File: src/rtl/instr_fetch.sv
// rtl/instr_fetch.sv - PC-driven instruction prefetcher with a small valid/ready buffer
`timescale 1ns/1ps
module instr_fetch #(
    parameter int ADDR_W = 8,
    parameter int DEPTH  = 2
) (
    input  logic              clock,
    input  logic              resetn,
    output logic              mem_rd,
    output logic [ADDR_W-1:0] mem_addr,
    input  logic [15:0]       mem_rdata,
    output logic [15:0]       iin,
    output logic              iin_valid,
    input  logic              iin_ready,
    output logic [ADDR_W-1:0] iin_pc,
    input  logic              redirect,
    input  logic [ADDR_W-1:0] redirect_addr
);

    localparam int             PW       = (DEPTH > 2) ? 2 : 1;
    localparam logic [PW-1:0]  LAST_PTR = PW'(DEPTH - 1);
    localparam logic [2:0]     DEPTH_C  = 3'(DEPTH);

    logic [ADDR_W-1:0] r_pc;
    logic [2:0]        r_count;
    logic              r_inflight;
    logic [ADDR_W-1:0] r_infl_addr;
    logic [PW-1:0]     r_head;
    logic [PW-1:0]     r_tail;
    logic [15:0]       r_buf_data [DEPTH];
    logic [ADDR_W-1:0] r_buf_pc   [DEPTH];

    logic          w_issue;
    logic          w_write;
    logic          w_pop;
    logic [PW-1:0] w_head_nxt;
    logic [PW-1:0] w_tail_nxt;

    // Credit counts the in-flight read but never a same-cycle pop, so a return always finds a free slot.
    assign w_issue    = resetn && !redirect && ((r_count + {2'b00, r_inflight}) < DEPTH_C);
    assign w_write    = r_inflight && !redirect;
    assign w_pop      = (r_count != 3'd0) && iin_ready && !redirect;
    assign w_head_nxt = (r_head == LAST_PTR) ? '0 : r_head + 1'b1;
    assign w_tail_nxt = (r_tail == LAST_PTR) ? '0 : r_tail + 1'b1;

    assign mem_rd    = w_issue;
    assign mem_addr  = r_pc;
    assign iin_valid = (r_count != 3'd0);
    assign iin       = iin_valid ? r_buf_data[r_head] : 16'h0000;
    assign iin_pc    = iin_valid ? r_buf_pc[r_head] : '0;

    always_ff @(posedge clock or negedge resetn) begin
        if (!resetn) begin
            r_pc        <= '0;
            r_count     <= 3'd0;
            r_inflight  <= 1'b0;
            r_infl_addr <= '0;
            r_head      <= '0;
            r_tail      <= '0;
        end else if (redirect) begin
            r_pc       <= redirect_addr;
            r_count    <= 3'd0;
            r_inflight <= 1'b0;
            r_head     <= '0;
            r_tail     <= '0;
        end else begin
            r_inflight <= w_issue;
            if (w_issue) begin
                r_pc        <= r_pc + ADDR_W'(1);
                r_infl_addr <= r_pc;
            end
            if (w_write) begin
                r_tail <= w_tail_nxt;
            end
            if (w_pop) begin
                r_head <= w_head_nxt;
            end
            case ({w_write, w_pop})
                2'b10:   r_count <= r_count + 3'd1;
                2'b01:   r_count <= r_count - 3'd1;
                default: r_count <= r_count;
            endcase
        end
    end

    always_ff @(posedge clock) begin
        if (w_write) begin
            r_buf_data[r_tail] <= mem_rdata;
            r_buf_pc[r_tail]   <= r_infl_addr;
        end
    end

    a_no_overflow: assert property (@(posedge clock) disable iff (!resetn)
        w_write |-> (r_count < DEPTH_C));

endmodule

File: config.mk
export PLATFORM = sky130hd
export DESIGN_NAME = instr_fetch
export DESIGN_NICKNAME = d
export VERILOG_FILES = /design/src/rtl/instr_fetch.sv
export SDC_FILE = /design/constraint.sdc
export NUM_CORES = 1
export LEC_CHECK = 0
export CAP_MARGIN = 20
export CORE_ASPECT_RATIO = 2
export CORE_MARGIN = 2
export CORE_UTILIZATION = 25
export DETAILED_ROUTE_END_ITERATION = 7
export GPL_TIMING_DRIVEN = 0
export RECOVER_POWER = 50
export SLEW_MARGIN = 30
export SYNTH_ARGS = -nofsm -noshare
export SYNTH_HDL_FRONTEND = slang
export SYNTH_SLANG_ARGS = --single-unit
File: constraint.sdc
create_clock -name clock -period 4 [get_ports clock]
set_input_delay 0.8 -clock clock [delete_from_list [all_inputs] [get_ports clock]]
set_output_delay 0.8 -clock clock [all_outputs]
set_load 0.005 [all_outputs]
## After elaboration in Yosys (flattened, before gate mapping)

Memory sizes are Yosys's and may differ from the RTL's.
Cells that the tools add are included.

- Flip-flop bits (word level): 22
- Bits in latches: 0
- RAM bits: 48
- Bits in read-only memories: 0
- Input port bits: 28
- Word-level logic and storage cells: 45
- Memories kept: 2

Memories:

| memory | depth | width | read ports | clocked after memory_dff | wr ports | line | RTL |
|---|---|---|---|---|---|---|---|
| r_buf_data | 2 | 16 | 1 | 0 | 1 | 30 | `logic [15:0] r_buf_data [DEPTH];` |
| r_buf_pc | 2 | 8 | 1 | 0 | 1 | 31 | `logic [ADDR_W-1:0] r_buf_pc [DEPTH];` |

- $add $sub $neg: 6
- Multipliers: 0
- Div/mod/pow operators: 0
- $lt $le $gt $ge: 1
- Equal/unequal tests: 2
- Shift-type cells: 0
- Multiplexer cells: 15
- Bitwise logic cells: 1
- Reductions and logical operators: 12

Operators by type and width:

| cell | number |
|---|---|
| two-way mux 8 bit | 3 |
| two-way mux 16 bit | 1 |
| two-way mux 1 bit | 9 |
| adder 8 x 1 -> 8 bit, second input constant | 1 |
| one-hot mux 3 bit (2 select lines) | 1 |
| nonzero test 2 bit | 3 |
| nonzero test 3 bit | 2 |
| logical AND 1 bit | 5 |
| adder 3 x 1 -> 3 bit | 1 |
| adder 3 x 1 -> 3 bit, second input constant | 1 |
| < comparator 3 x 2 -> 1 bit, second input constant | 1 |
| two-way mux 3 bit | 1 |
| subtractor 3 x 1 -> 3 bit, second input constant | 1 |
| adder 1 bit, second input constant | 2 |
| equality test 2 x 1 -> 1 bit, second input constant | 1 |
| equality test 2 bit, second input constant | 1 |
| AND reduction 2 bit | 1 |
| logical NOT 1 bit | 1 |
| NOT 1 bit | 1 |

## Longest topological paths before layout

- Word-level depth: 6
- Depth in mapped cells: 9
- Mapped depth without buffers: 7

## Worst setup path after synthesis

No wires, ideal clock.

- Kind: input port to flip-flop
- From: input redirect
- To: memory r_buf_data[0][0], enable pin
- Library setup time: 0.440 ns
- Data arrival time: 3.050 ns
- Data required time: 3.560 ns
- Setup slack: 0.510 ns
- Stages on the path: 3
- Buffers on the path: 2
- Path through: clkbuf_1 clkbuf_1 nor3b_1

- Cells in the longest elaborated chain, start to end: 4

Ends and longest elaborated chain:

| what | line | RTL |
|---|---|---|
| from (decl) | 16 | `input logic redirect,` |
| logical NOT 1 bit | 41 | `assign w_write = r_inflight && !redirect;` |
| logical AND 1 bit | 41 |  |
| two-way mux 1 bit | 87 | `if (w_write) begin` |
| two-way mux 1 bit (not written as such) | 88 | `r_buf_data[r_tail] <= mem_rdata;` |
| to (decl) | 30 |  |

Every way passes these cells.

## Worst setup path after layout

- From: register r_inflight
- To: output mem_rd

- Cells in the longest elaborated chain, start to end: 3

Ends and longest elaborated chain:

| what | line | RTL |
|---|---|---|
| from (decl) | 26 | `logic r_inflight;` |
| from (signal assigned) | 67 | `r_inflight <= w_issue;` |
| adder 3 x 1 -> 3 bit | 40 | `assign w_issue = resetn && !redirect && ((r_count + {2'b00, r_inflight}) < DEPTH_C);` |
| < comparator 3 x 2 -> 1 bit | 40 |  |
| logical AND 1 bit | 40 |  |
| to (decl) | 9 | `output logic mem_rd,` |

Every way passes these cells.

==> metrics.md <==
| Metric | Value |
|---|---|
| Status | complete, no violations |
| Util after Layout | about a third |
| GPL Wtd Cong | ~0.75 |
| Standard-cell rows | between 50 and 60 |
| Dpl ws | between 0.6 and 0.7 ns |
| Worst skew pair latency | approximately 0.33 ns |
| Chip Height | between 150 and 200 um |
| Synthesized area | approximately 2900 um^2 |
| Post-detailed-route count of antenna-violating nets | 0 |
| Max-cap violations | 0 |
| Minimum clock period | around 3.5 ns |
| Tightest Pin Transition | roughly 1.2 ns |
| Syn Nets | approximately 240 |
| Peak supply drop | 0.2511 mV |
| Reg area | around 2000 um^2 |
| Total Routing Usage GR | between 9 and 10% |
| Setup crit start kind | flip-flop |
| Share of layout cells above drive strength 1 | 10.62% |
| Yosys warns | 0 |
| Syn_area_per_cell | 13.68 um^2 |
| Reg clk slew, reported paths | 0.06 ns |
| Initial DRT Pass Iterations | 4 |
| CTS Buf Count | 9 |
| Leakage | between 1 and 1.5 nW |
| Initial drt markers | 42 |
| Worst hold path class | in -> async |
| Vias | about 1900 |
| Final setup viols | 0 |
| DRC violations left | 0 |
| Die width | ~80 um |
| CTS Hold Bufs | 0 |
| Final Skew | approximately 0.008 ns |
| PostCTS Resize Cnt | 0 |
| Synth Register Bits | 70 |
| Crit. End Element | output pin |
| Post-synth cell types | 38 |
| Pwr Density | roughly 680 nW/um^2 |
| Via density | 4.380 |
| RSZ-0062 raised after global routing | false |
| Crit Path Category | reg -> out |
| Number of diodes | 0 |
| Crit Path Max Fanout | 10 |
| Clk root buf | clkbuf_16 |
| P&R area growth vs syn | 37.37% |
| Hold Vio Cnt, Final | 0 |
| Setup bufs post-CTS | 0 |
| Number of synthesized flops with an enable pin | 48 |
| Clock tree sinks | 70 |
| Filler cell count | approximately 1100 |
| Total gr overflow | 0 |
| Final Worst Setup Slack | between 0.5 and 0.6 ns |
| H-tree level count | 3 |
| Antenna violations before repair | 0 |
| Multi-input logic area | 853.3 um^2 |
| Sequential share of the synthesized area | between 60% and 70% |
| Pin count of the biggest net entering global routing | 25 |
| Arrival time of the worst setup path | ~2.7 ns |
| Clk buf depth | 2 |
| Final WL | a little under 6 mm |
| Crit path required time | 3.20 ns |
| Final Cycle Share | 87.06% |
| Nets | between 300 and 400 |
| Vias in the first global route | between 1500 and 2000 |
| Final slew viol count | 0 |
| Syn Inst Count | roughly 210 |
| Die area | around 13000 um^2 |
| First-pass GRT wire length | slightly above 9 mm |
| Wire per inst | between 10 and 15 um |
| Async SR Flop Fraction | approximately a third |
| TritonCTS clock tree | done |
| Fmax | about 290 MHz |
| Initial Util | 25.65% |
| Port Buffer Count | 60 |
| Top_reg_cell synth | edfxtp_1 |
| Final HPWL DP | between 4 and 5 mm |
| Ports | between 60 and 70 |
| Core Region | 11350 um^2 |
| Slew headroom | 21.96% |
-- worst paths after layout --
check | from | slack [ns] | to | depth (start not counted)
worst min register to register | r_infl_addr[5] | 0.47 | r_buf_pc[0][5] | 0
worst min-delay path | resetn | 0.44 | mem_addr[4] | 1
worst max register to register | r_inflight | 1.74 | r_buf_data[0][15] | 4
max in group asynchronous | resetn | 3.21 | r_count[1] | 1
min in group clock | r_infl_addr[5] | 0.47 | r_buf_pc[0][5] | 0
worst max-delay path | r_inflight | 0.52 | mem_rd | 8
-- power breakdown --
part / total, mW / internal (mW) / switching [mW]
registers: 1.00 / 0.913 / 0.0916
clock network: 0.757 / 0.462 / 0.295
logic: 0.954 / 0.520 / 0.434
total: 2.72 / 1.89 / 0.821
-- worst max-delay path, stage by stage, from the launching register on --
cell and delay [ns]:
dfrtp_1 0.35, clkbuf_1 0.19, and2_1 0.21, ha_1 0.26, nor2b_1 0.23, nand3_1 0.31
inv_2 0.15, buf_6 0.15, clkdlybuf4s50_1 0.51
-- layout make-up --
type	count	area share, %
inverter	4	0.3752
buffer	10	1.313
clock inverter	5	0.9694
clock buffer	11	6.348
multi-input combinational	129	21.33
timing repair buffer	63	15.45
sequential	70	49.78
tap	142	4.440
-- per-layer routing --
| metal | GRT usage [%] | vias to the layer above | share of wire, % |
|---|---|---|---|
| met1 | 10.27 | 907 | 38 |
| li1 | - | 919 | - |
| met3 | 3.114 | 13 | 4.8 |
| met5 | 0 | - | 0 |
| met4 | 5.488 | 0 | 2.9 |
| met2 | 17.10 | 62 | 54 |
-- placed cells by master (no fill, tap or decap), types with 2 or more instances in the layout --
cell	count
edfxtp_1	48
clkdlybuf4s50_1	43
nand2_1	29
nor2_1	28
mux2i_1	25
dfrtp_1	22
dlygate4sd3_1	16
clkbuf_16	10
buf_2	7
clkbuf_1	5
nor3_1	5
a221o_1	4
inv_1	3
nor3b_1	3
nand3_1	3
xnor2_1	3
nor3_2	2
and3_1	2
buf_6	2
o21a_1	2
o211ai_1	2
o311ai_0	2
ha_1	2
clkinv_4	2
inv_4	2
-- kinds of logic after synthesis --
kind of cell | share of synthesized area, %
AO/OA/AOI/OAI | 5.197
adder cells (fa/ha/maj) | 1.546
AND/OR/NAND/NOR | 12.20
buffers and inverters | 2.319
multiplexers | 8.591
flip-flops | 68.38
XOR/XNOR | 1.762
-- sequential cells by signal, indices dropped and copies added, names as in the netlist --
name / flops
r_infl_addr: 8
r_count: 3
r_tail: 1
r_buf_pc: 16
mem_addr: 8
r_buf_data: 32
r_head: 1
r_inflight: 1
-- through the flow --
stage | power, mW | cells | hold slack [ns] | instance area, um^2 | TNS, ns
floorplan | 1.500 | 213 | 0.4419 | 2913 | 0
global placement | 1.980 | 415 | 0.4515 | 3691 | -18.06
detailed placement | 2.006 | 418 | 0.4609 | 3719 | 0
CTS | 2.777 | 434 | 0.4538 | 4011 | 0
global route | 2.902 | 434 | 0.4734 | 4001 | 0
finish | 2.716 | 434 | 0.4384 | 4001 | 0
-- synthesized netlist by cell type (3+ instances only) --
master | count | area [um^2]
buf_2 | 6 | 30.03
nand2_1 | 29 | 108.9
a221o_1 | 4 | 40.04
mux2i_1 | 25 | 250.2
nor3b_1 | 3 | 22.52
clkbuf_1 | 3 | 11.26
nor2_1 | 28 | 105.1
nor3_1 | 6 | 30.03
edfxtp_1 | 48 | 1441
inv_1 | 3 | 11.26
xnor2_1 | 3 | 26.28
dfrtp_1 | 22 | 550.5
No activity file was read; power rests on OpenSTA's default activity.
